<file path="src/rtl/vc_fifo_bank_if.sv">
// Shared write/read ports and per-channel status of the virtual-channel FIFO bank.
interface vc_fifo_bank_if #(
   parameter int unsigned DATA_WIDTH   = 6,
   parameter int unsigned ADDR_WIDTH   = 2,
   parameter int unsigned VC_SEL_WIDTH = 1
);
   localparam int unsigned NUM_VC = 2 ** VC_SEL_WIDTH;
   localparam int unsigned CNT_W  = ADDR_WIDTH + 1;

   logic                      wr_enable;
   logic [VC_SEL_WIDTH-1:0]   wr_vc;
   logic [DATA_WIDTH-1:0]     data_in;
   logic                      rd_enable;
   logic [VC_SEL_WIDTH-1:0]   rd_vc;
   logic [CNT_W-1:0]          umbral_almost_full;
   logic [CNT_W-1:0]          umbral_almost_empty;
   logic [DATA_WIDTH-1:0]     data_out;
   logic                      valid_out;
   logic [NUM_VC-1:0]         full_fifo;
   logic [NUM_VC-1:0]         empty_fifo;
   logic [NUM_VC-1:0]         almost_full_fifo;
   logic [NUM_VC-1:0]         almost_empty_fifo;
   logic [NUM_VC-1:0]         error_vc;
   logic [NUM_VC*CNT_W-1:0]   fifo_count;

   modport master (
      output wr_enable, wr_vc, data_in, rd_enable, rd_vc,
             umbral_almost_full, umbral_almost_empty,
      input  data_out, valid_out, full_fifo, empty_fifo,
             almost_full_fifo, almost_empty_fifo, error_vc, fifo_count
   );

   modport slave (
      input  wr_enable, wr_vc, data_in, rd_enable, rd_vc,
             umbral_almost_full, umbral_almost_empty,
      output data_out, valid_out, full_fifo, empty_fifo,
             almost_full_fifo, almost_empty_fifo, error_vc, fifo_count
   );
endinterface

</file>
<file path="src/rtl/vc_fifo_bank.sv">
// Bank of independent virtual-channel FIFOs sharing one write port and one read port,
// with per-channel count, full/empty, programmable almost-full/empty and sticky error status.
module vc_fifo_bank #(
   parameter int unsigned DATA_WIDTH   = 6,
   parameter int unsigned ADDR_WIDTH   = 2,
   parameter int unsigned VC_SEL_WIDTH = 1
) (
   input  logic          clk,
   input  logic          reset,
   vc_fifo_bank_if.slave bus
);
   localparam int unsigned NUM_VC = 2 ** VC_SEL_WIDTH;
   localparam int unsigned DEPTH  = 2 ** ADDR_WIDTH;
   localparam int unsigned CNT_W  = ADDR_WIDTH + 1;

   logic [DATA_WIDTH-1:0] mem_q [NUM_VC][DEPTH];
   logic [DATA_WIDTH-1:0] mem_d [NUM_VC][DEPTH];
   logic [ADDR_WIDTH-1:0] wr_ptr_q [NUM_VC];
   logic [ADDR_WIDTH-1:0] wr_ptr_d [NUM_VC];
   logic [ADDR_WIDTH-1:0] rd_ptr_q [NUM_VC];
   logic [ADDR_WIDTH-1:0] rd_ptr_d [NUM_VC];
   logic [CNT_W-1:0]      cnt_q [NUM_VC];
   logic [CNT_W-1:0]      cnt_d [NUM_VC];
   logic [NUM_VC-1:0]     error_q, error_d;
   logic [DATA_WIDTH-1:0] data_out_q, data_out_d;
   logic                  valid_out_q, valid_out_d;

   logic [NUM_VC-1:0]       full_c, empty_c, almost_full_c, almost_empty_c;
   logic [NUM_VC*CNT_W-1:0] fifo_count_c;
   logic [CNT_W-1:0]        af_level_c;
   logic                    af_sat_c;
   logic                    wr_acc_c, rd_acc_c;
   logic                    inc_c, dec_c;

   // Status decode from registered counts; a threshold above DEPTH forces almost_full high.
   always_comb begin
      full_c         = '0;
      empty_c        = '0;
      almost_full_c  = '0;
      almost_empty_c = '0;
      fifo_count_c   = '0;
      af_sat_c       = bus.umbral_almost_full > CNT_W'(DEPTH);
      af_level_c     = CNT_W'(DEPTH) - bus.umbral_almost_full;
      for (int i = 0; i < int'(NUM_VC); i++) begin
         full_c[i]         = cnt_q[i] == CNT_W'(DEPTH);
         empty_c[i]        = cnt_q[i] == '0;
         almost_full_c[i]  = af_sat_c || (cnt_q[i] >= af_level_c);
         almost_empty_c[i] = cnt_q[i] <= bus.umbral_almost_empty;
         fifo_count_c[i*CNT_W +: CNT_W] = cnt_q[i];
      end
   end

   // Acceptance: a full channel still takes a write when it is read in the same cycle.
   always_comb begin
      rd_acc_c = bus.rd_enable && !empty_c[bus.rd_vc];
      wr_acc_c = bus.wr_enable &&
                 (!full_c[bus.wr_vc] || (rd_acc_c && (bus.rd_vc == bus.wr_vc)));
   end

   always_comb begin
      mem_d       = mem_q;
      wr_ptr_d    = wr_ptr_q;
      rd_ptr_d    = rd_ptr_q;
      cnt_d       = cnt_q;
      error_d     = error_q;
      inc_c       = 1'b0;
      dec_c       = 1'b0;
      data_out_d  = '0;
      valid_out_d = rd_acc_c;

      if (wr_acc_c) begin
         mem_d[bus.wr_vc][wr_ptr_q[bus.wr_vc]] = bus.data_in;
      end
      if (rd_acc_c) begin
         data_out_d = mem_q[bus.rd_vc][rd_ptr_q[bus.rd_vc]];
      end
      if (bus.wr_enable && !wr_acc_c) begin
         error_d[bus.wr_vc] = 1'b1;
      end
      if (bus.rd_enable && !rd_acc_c) begin
         error_d[bus.rd_vc] = 1'b1;
      end

      for (int i = 0; i < int'(NUM_VC); i++) begin
         inc_c = wr_acc_c && (bus.wr_vc == VC_SEL_WIDTH'(i));
         dec_c = rd_acc_c && (bus.rd_vc == VC_SEL_WIDTH'(i));
         if (inc_c) begin
            wr_ptr_d[i] = wr_ptr_q[i] + ADDR_WIDTH'(1);
         end
         if (dec_c) begin
            rd_ptr_d[i] = rd_ptr_q[i] + ADDR_WIDTH'(1);
         end
         if (inc_c && !dec_c) begin
            cnt_d[i] = cnt_q[i] + CNT_W'(1);
         end else if (dec_c && !inc_c) begin
            cnt_d[i] = cnt_q[i] - CNT_W'(1);
         end
      end
   end

   always_ff @(posedge clk) begin
      if (reset) begin
         wr_ptr_q    <= '{default: '0};
         rd_ptr_q    <= '{default: '0};
         cnt_q       <= '{default: '0};
         error_q     <= '0;
         data_out_q  <= '0;
         valid_out_q <= 1'b0;
      end else begin
         wr_ptr_q    <= wr_ptr_d;
         rd_ptr_q    <= rd_ptr_d;
         cnt_q       <= cnt_d;
         error_q     <= error_d;
         data_out_q  <= data_out_d;
         valid_out_q <= valid_out_d;
      end
   end

   // Storage is never cleared; a write arriving with reset is dropped.
   always_ff @(posedge clk) begin
      if (!reset) begin
         mem_q <= mem_d;
      end
   end

   assign bus.data_out          = data_out_q;
   assign bus.valid_out         = valid_out_q;
   assign bus.full_fifo         = full_c;
   assign bus.empty_fifo        = empty_c;
   assign bus.almost_full_fifo  = almost_full_c;
   assign bus.almost_empty_fifo = almost_empty_c;
   assign bus.error_vc          = error_q;
   assign bus.fifo_count        = fifo_count_c;
endmodule

</file>
<file path="src/flat_wrapper.sv">
// flat-port wrapper written by rule: the top's interface ports become plain ports
module vc_fifo_bank_flat 
#(
   parameter int unsigned DATA_WIDTH   = 6,
   parameter int unsigned ADDR_WIDTH   = 2,
   parameter int unsigned VC_SEL_WIDTH = 1
)
  (clk, reset, bus_wr_enable, bus_wr_vc, bus_data_in, bus_rd_enable, bus_rd_vc, bus_umbral_almost_full, bus_umbral_almost_empty, bus_data_out, bus_valid_out, bus_full_fifo, bus_empty_fifo, bus_almost_full_fifo, bus_almost_empty_fifo, bus_error_vc, bus_fifo_count);
  vc_fifo_bank_if #(.DATA_WIDTH(DATA_WIDTH), .ADDR_WIDTH(ADDR_WIDTH), .VC_SEL_WIDTH(VC_SEL_WIDTH)) bus_i ();
  input  logic clk;
  input  logic reset;
  input wire logic [$bits(bus_i.wr_enable)-1:0] bus_wr_enable;
  input wire logic [$bits(bus_i.wr_vc)-1:0] bus_wr_vc;
  input wire logic [$bits(bus_i.data_in)-1:0] bus_data_in;
  input wire logic [$bits(bus_i.rd_enable)-1:0] bus_rd_enable;
  input wire logic [$bits(bus_i.rd_vc)-1:0] bus_rd_vc;
  input wire logic [$bits(bus_i.umbral_almost_full)-1:0] bus_umbral_almost_full;
  input wire logic [$bits(bus_i.umbral_almost_empty)-1:0] bus_umbral_almost_empty;
  output wire logic [$bits(bus_i.data_out)-1:0] bus_data_out;
  output wire logic [$bits(bus_i.valid_out)-1:0] bus_valid_out;
  output wire logic [$bits(bus_i.full_fifo)-1:0] bus_full_fifo;
  output wire logic [$bits(bus_i.empty_fifo)-1:0] bus_empty_fifo;
  output wire logic [$bits(bus_i.almost_full_fifo)-1:0] bus_almost_full_fifo;
  output wire logic [$bits(bus_i.almost_empty_fifo)-1:0] bus_almost_empty_fifo;
  output wire logic [$bits(bus_i.error_vc)-1:0] bus_error_vc;
  output wire logic [$bits(bus_i.fifo_count)-1:0] bus_fifo_count;
  assign bus_i.wr_enable = bus_wr_enable;
  assign bus_i.wr_vc = bus_wr_vc;
  assign bus_i.data_in = bus_data_in;
  assign bus_i.rd_enable = bus_rd_enable;
  assign bus_i.rd_vc = bus_rd_vc;
  assign bus_i.umbral_almost_full = bus_umbral_almost_full;
  assign bus_i.umbral_almost_empty = bus_umbral_almost_empty;
  assign bus_data_out = bus_i.data_out;
  assign bus_valid_out = bus_i.valid_out;
  assign bus_full_fifo = bus_i.full_fifo;
  assign bus_empty_fifo = bus_i.empty_fifo;
  assign bus_almost_full_fifo = bus_i.almost_full_fifo;
  assign bus_almost_empty_fifo = bus_i.almost_empty_fifo;
  assign bus_error_vc = bus_i.error_vc;
  assign bus_fifo_count = bus_i.fifo_count;
  vc_fifo_bank #(.DATA_WIDTH(DATA_WIDTH), .ADDR_WIDTH(ADDR_WIDTH), .VC_SEL_WIDTH(VC_SEL_WIDTH)) u_core (.clk(clk), .reset(reset), .bus(bus_i));
endmodule
</file>
<file path="config.mk">
export PLATFORM = sky130hd
export DESIGN_NAME = vc_fifo_bank_flat
export DESIGN_NICKNAME = d
export VERILOG_FILES = /design/src/rtl/vc_fifo_bank_if.sv /design/src/rtl/vc_fifo_bank.sv /design/src/flat_wrapper.sv
export SDC_FILE = /design/constraint.sdc
export NUM_CORES = 1
export LEC_CHECK = 0
export ABC_AREA = 0
export CAP_MARGIN = 40
export CORE_MARGIN = 2
export CORE_UTILIZATION = 50
export DETAILED_ROUTE_END_ITERATION = 10
export GPL_TIMING_DRIVEN = 1
export PLACE_DENSITY = 0.73
export SYNTH_ARGS = -nofsm -noshare
export SYNTH_HDL_FRONTEND = slang
export SYNTH_SLANG_ARGS = --single-unit
</file>
<file path="constraint.sdc">
create_clock -name clk -period 2.9 [get_ports clk]
set_clock_uncertainty 0.1 [all_clocks]
set_input_delay 0.58 -clock clk [delete_from_list [all_inputs] [get_ports clk]]
set_output_delay 0.58 -clock clk [all_outputs]
set_load 0.005 [all_outputs]
</file>
After elaboration in Yosys (flattened, before gate mapping)
Cells that the tools add are included.
W data, S select, Z words.
Cells by class
  bitwise logic cells: 10
  magnitude comparators: 15
  reduce and logical (&&, ||, !) cells: 34
  equality and inequality tests: 3
  multiplexer cells: 31
  add/sub/neg operators: 9
Operators by type and width (number)
  $mux W24: 4
  $bwmux W48: 1
  $demux W24 S1: 1
  $mux W6: 3
  $logic_and A1 B1 Y1: 17
  $mux W2: 8
  $bmux W6 S2: 1
  $demux W6 S2: 1
  $mux W3: 4
  $add A2 B1 Y2 const B: 4
  $logic_not A1 Y1: 8
  $add A3 B1 Y3 const B: 2
  $eq A3 B3 Y1 const B: 2
  $ge A3 B3 Y1: 2
  $ge A3 B3 Y1 const B: 2
  $le A3 B3 Y1: 2
  $logic_not A3 Y1: 2
  $mux W1: 6
  $not A2 Y3: 2
  $sub A3 B1 Y3 const B: 2
  $ge A2 B2 Y1 const B: 2
  $lt A1 B2 Y1 const B: 2
  $not A1 Y1: 4
  $not A1 Y2: 2
  other kinds (12): 18
Storage, ports and cells
  flip-flop bits (word level): 71
  word-level logic and storage cells: 119
  output and inout bits: 23

Depth between registers and ports, before layout
Gate-level depths: netlist of run 1.
  depth after elaboration: 13
  mapped depth: 10

Worst setup path before layout of run 1
No wires, ideal clock.
  path kind: input port to flip-flop
  start: input port bus_rd_vc
  end: register u_core.cnt_q (netlist bit u_core.bus.fifo_count[5])
  stages on the path: 10
  library setup time: 0.071 ns
  path slack: 0.420 ns
  data arrival time: 2.309 ns
  buffers on the path: 1
  path through: buf_2 nand2_1 a21o_2 inv_1 ha_1 inv_1 fa_1 xor2_1 or3_1 a21oi_1
Between the ends
  longest elaborated chain between the ends: 11
Ends and longest elaborated chain
  start, declared: line flat_wrapper.sv:16  | input wire logic [$bits(bus_i.rd_vc)-1:0] bus_rd_vc;
  $mux W1 (implied by the code) (2 in a row): line vc_fifo_bank.sv:55  | rd_acc_c = bus.rd_enable && !empty_c[bus.rd_vc];
  $logic_not A1 Y1: line vc_fifo_bank.sv:55
  $logic_and A1 B1 Y1: line vc_fifo_bank.sv:55
  $logic_and A1 B1 Y1 *: line vc_fifo_bank.sv:57  | (!full_c[bus.wr_vc] || (rd_acc_c && (bus.rd_vc == bus.wr_vc)));
  $logic_or A1 B1 Y1 *: line vc_fifo_bank.sv:57
  $logic_and A1 B1 Y1 *: line vc_fifo_bank.sv:56  | wr_acc_c = bus.wr_enable &&
  $logic_and A1 B1 Y1 *: line vc_fifo_bank.sv:85  | inc_c = wr_acc_c && (bus.wr_vc == VC_SEL_WIDTH'(i));
  net u_core.inc_c: line vc_fifo_bank.sv:33  | logic inc_c, dec_c;
  $logic_not A1 Y1: line vc_fifo_bank.sv:95  | end else if (dec_c && !inc_c) begin
  $logic_and A1 B1 Y1: line vc_fifo_bank.sv:95
  $reduce_bool A2 Y1 (no source line)
  end signal, assigned: line vc_fifo_bank.sv:112  | cnt_q <= cnt_d;
  end, declared: line vc_fifo_bank.sv:22  | logic [CNT_W-1:0] cnt_q [NUM_VC];
Mark *: on every way through the listed nets, which the timed path passes. The rest lies on a longest branch. The select of a mux whose other input is x is not followed.
A chain may end at the register's enable or synchronous reset.

Worst setup path in the final report of run 1
  start: input port bus_umbral_almost_empty[1]
  end: output port bus_almost_empty_fifo[0]
Between the ends
  longest elaborated chain between the ends: 1
Ends and longest elaborated chain
  start, declared: line flat_wrapper.sv:18  | input wire logic [$bits(bus_i.umbral_almost_empty)-1:0] bus_umbral_almost_empty;
  $le A3 B3 Y1: line vc_fifo_bank.sv:48  | almost_empty_c[i] = cnt_q[i] <= bus.umbral_almost_empty;
  end, declared: line flat_wrapper.sv:24  | output wire logic [$bits(bus_i.almost_empty_fifo)-1:0] bus_almost_empty_fifo;
Every way passes these cells.

==> impl_summary.txt, run 1 <==
----------------------------------------------------
[Run status]
  Run status ... finished clean

[Floorplanning]
  Area of the core ... 6310 um^2
  Number of standard-cell rows in the floorplan ... 29
  # IOs ... 41
  Die outline height ... 84.4 um
  Die outline width ... 84.4 um
  Die area ... 7120 um^2
  Initial core utilization ... 0.511

[GRT]
  Number of antenna violations at the first check in global routing ... 0
  Gr usage total ... 0.186
  Leftover overflow at the end of global routing ... 0
  Wire length of the first global-routing pass ... 10,200 um
  Largest net degree at the start of global routing ... 17
  Vias in the first global route ... 2,074

[STA]
  Upper clock frequency limit ... 370 MHz
  Number of pins exceeding their max-slew limit in the final report ... 0
  RSZ-0062 raised after global routing ... no
  Final-layout setup total negative slack ... 0 ps
  Slew of the pin with the lowest slew margin ... between 800 and 900 ps
  Hold violation count in the final report ... 0
  Setup violations, final ... 0
  Post-route minimum period ... 2700 ps
  Slew Limit Headroom ... 0.458
  Part of the cycle the worst path needs ... 0.932
  Smallest hold slack ... 347 ps

[Setup path]
  Setup crit end kind ... output port
  CP required ... 2220 ps
  Critical path peak fanout ... 2
  Reg2Reg Setup Slack ... 450 ps
  Chain of cells forming the critical path ... clkdlybuf4s50_1 -> inv_1 -> ha_1 -> nor2b_1 -> o21a_1 -> o21ai_0 -> dlygate4sd2_1
  Kind of start point of the critical path ... input port
  Highest-delay cell along the critical path ... sky130_fd_sc_hd__clkdlybuf4s50_1
  Delay of the slowest cell on the worst path ... 450 ps
  Worst Path Class, Setup ... input port to output port
  Worst EP arrival ... 2020 ps

[Hold path]
  Hold crit path type ... register to register

[Placement]
  Area after DPL ... roughly 3900 um^2
  Detailed placer's ending HPWL ... between 4000 and 5000 um
  # port buffers ... 40
  Final weighted congestion of routability-driven global placement ... roughly 0.78

[Synthesis]
  Area share of and/or/nand/nor cells after synthesis ... 0.102
  Seq cells post-synth ... 71
  Xor and xnor area share after synthesis ... 0.0353
  Share of async-settable or async-resettable flops after synthesis ... 0
  Sequential-to-total area share from yosys stat ... 0.589
  Gate count of the mapped netlist ... 260
  Top flip-flop cell by instance count after synthesis ... sky130_fd_sc_hd__edfxtp_1
  Summed instance area of the synthesized netlist ... approximately 3200 um^2
  Dominant combinational cell family by area after synthesis ... simple AND/OR/NAND/NOR gates
  Share of synthesized cell area in full adder, half adder and majority cells ... 0.0705
  Synth Area in Compound Gates ... 0.0833
  Syn. warnings ... 0
  Post-synth EDFFs ... 48
  Post-Syn Nets ... 295
  Multiplexer fraction of the synthesized cell area ... 0.0883
  Number of distinct library cells after synthesis ... 36
  Avg Cell Area, Syn ... 12.4 um^2

[Power and ir drop]
  Static power due to leakage ... about 0.0016 uW
  Total power per unit cell area ... 696 nW/um^2
  VDD IR-drop max ... a little over 0.0005 V

[Layout]
  Synth-to-Final Area Change ... 27.0%
  Number of nets in the final layout ... 365
  Number of fill cells ... slightly below 500
  Finished Cell Area ... 4100 um^2
  Number of antenna repair diodes ... 0
  Post-Route Utilization ... 0.649
  Fraction of final layout cells sized beyond drive strength 1 ... 0.182

[Clocking]
  H-tree levels ... 3
  Clk buf depth ... 2
  Clock Tree Root ... sky130_fd_sc_hd__clkbuf_8
  Count of clock tree sinks ... about 70
  Number of buffers created by CTS ... 9
  CTS tree ... built
  Post-CTS Setup Bufs ... 0
  Clock latency reported for the late side of the worst-skew pair ... between 300 and 400 ps
  Clock-pin transition on the worst setup and hold timing paths ... 80 ps

[Detailed routing]
  Per-cell via count in the routed design ... roughly 5.2
  Number of design-rule violations left by the first detailed-router iteration ... 92
  Routed length per instance ... 15.3 um
  DR DRC count ... 0
  DRT Wirelength ... 6290 um
  Number of optimization iterations in the first detailed-route pass ... 4
  Antenna Nets Post-Route ... 0
  Vias ... about 2,200

[Run]
  Max-cap violations ... 0

----------------------------------------------------
[cells in the final DEF, fill, tap and decap left out, types with 6 or more instances in the layout]
cell and instances:
sky130_fd_sc_hd__xor2_1 7, sky130_fd_sc_hd__a21oi_1 19, sky130_fd_sc_hd__inv_1 15, sky130_fd_sc_hd__edfxtp_1 48, sky130_fd_sc_hd__clkdlybuf4s50_1 34, sky130_fd_sc_hd__dfxtp_1 23
sky130_fd_sc_hd__ha_1 15, sky130_fd_sc_hd__buf_4 28, sky130_fd_sc_hd__nor2_1 30, sky130_fd_sc_hd__o21ai_0 6, sky130_fd_sc_hd__clkbuf_8 9, sky130_fd_sc_hd__mux2i_1 15
sky130_fd_sc_hd__nor2b_1 6, sky130_fd_sc_hd__o22ai_1 7, sky130_fd_sc_hd__mux2_2 12, sky130_fd_sc_hd__xnor2_1 6
[worst max-delay path: cells and delay by family]
family          cells  cell delay (ps)
simple gates        1              130
compound gates      2              280
buf+inv             3              760
fa+ha+maj           1              270
[cells in the mapped netlist (2+ instances only)]
cell	n	area, um^2
sky130_fd_sc_hd__o22ai_1	7	43.8
sky130_fd_sc_hd__xor2_1	7	61.3
sky130_fd_sc_hd__fa_1	2	40.0
sky130_fd_sc_hd__edfxtp_1	48	1440
sky130_fd_sc_hd__a21oi_1	19	95.1
sky130_fd_sc_hd__mux2i_1	15	150
sky130_fd_sc_hd__o21a_1	3	22.5
sky130_fd_sc_hd__nor2b_1	6	37.5
sky130_fd_sc_hd__nand3_1	4	20.0
sky130_fd_sc_hd__buf_2	3	15.0
sky130_fd_sc_hd__a211o_1	2	17.5
sky130_fd_sc_hd__or3_1	2	12.5
sky130_fd_sc_hd__ha_1	15	188
sky130_fd_sc_hd__inv_1	16	60.1
sky130_fd_sc_hd__nor4_1	2	12.5
sky130_fd_sc_hd__dfxtp_1	23	460
sky130_fd_sc_hd__mux2_2	12	135
sky130_fd_sc_hd__o21ai_0	6	30.0
sky130_fd_sc_hd__a21o_1	2	15.0
sky130_fd_sc_hd__nand2_1	4	15.0
sky130_fd_sc_hd__nor3_1	2	10.0
sky130_fd_sc_hd__nor3b_1	2	15.0
sky130_fd_sc_hd__nor2_1	30	113
sky130_fd_sc_hd__nor4b_1	4	35.0
sky130_fd_sc_hd__nand3b_1	2	15.0
sky130_fd_sc_hd__xnor2_1	6	52.6
sky130_fd_sc_hd__nand2b_1	3	18.8
sky130_fd_sc_hd__clkbuf_1	5	18.8
[cell type report]
type	count	area [um^2]	share of cell area
Clock buffer	10	128	0.0311
Clock inverter	6	92.6	0.0226
Inverter	16	60.1	0.0146
Multi-Input combinational cell	164	1230	0.299
Sequential cell	71	1900	0.464
Tap cell	77	96.3	0.0235
Timing Repair Buffer	68	596	0.145
[layer usage]
metal / up-vias / global-route usage / wire [um]
met5: - / 0 / 0
met3: 7 / 0.0442 / 241
met2: 42 / 0.313 / 3170
met1: 1026 / 0.240 / 2840
li1: 1080 / - / -
met4: 0 / 0.0606 / 40
[flip-flops by register name, summed over array words and instances, names as in the netlist]
register / cells
u_core.mem_q: 48
u_core.bus.error_vc: 2
u_core.rd_ptr_q: 4
u_core.bus.data_out: 6
u_core.wr_ptr_q: 4
u_core.bus.valid_out: 1
u_core.bus.fifo_count: 6
[path summary, 6_finish.rpt]
| path | from | to | depth (start not counted) |
|---|---|---|---|
| setup / recovery | bus_umbral_almost_empty[1] | bus_almost_empty_fifo[0] | 7 |
| hold / removal | u_core.bus.error_vc[0] | u_core.bus.error_vc[0] | 2 |
| setup reg to reg | u_core.bus.fifo_count[4] | u_core.bus.fifo_count[5] | 9 |
| hold reg to reg | u_core.bus.error_vc[0] | u_core.bus.error_vc[0] | 2 |
[metrics by stage]
stage / std cells / setup slack [ps] / total power [uW]
after floorplan: 260 / 420 / 1670
after global placement: 396 / -325 / 2030
after detailed placement: 396 / -389 / 2050
after CTS: 412 / 189 / 2890
after global routing: 412 / 83.5 / 3010
final: 412 / 198 / 2850
[what timing repair did]
item                                    CTS  global route
endpoints found under the setup margin    4             0
hold buffers                              0             0
resized for setup                        13             0
[power breakdown]
part / internal (uW) / switching (uW) / total, uW
Combinational: 430 / 311 / 741
Clock: 489 / 367 / 855
Sequential: 1150 / 107 / 1260
[cells by family after synthesis]
group / Yosys count
XOR/XNOR: 13
buffers and inverters: 25
AND/OR/NAND/NOR: 64
multiplexers: 27
flip-flops: 71
adder cells (fa/ha/maj): 17
AO/OA/AOI/OAI: 43
(Power assumes the default switching activity.)
==> run 2: changes to the inputs <==
--- a/config.mk
+++ b/config.mk
@@ -10,6 +10,7 @@
 export CORE_MARGIN = 2
 export CORE_UTILIZATION = 50
 export DETAILED_ROUTE_END_ITERATION = 10
+export GPL_ROUTABILITY_DRIVEN = 0
 export GPL_TIMING_DRIVEN = 1
 export PLACE_DENSITY = 0.73
 export SYNTH_ARGS = -nofsm -noshare
==> results of run 2 <==
No change in the layout: final DEF, timing and power equal those of run 1.
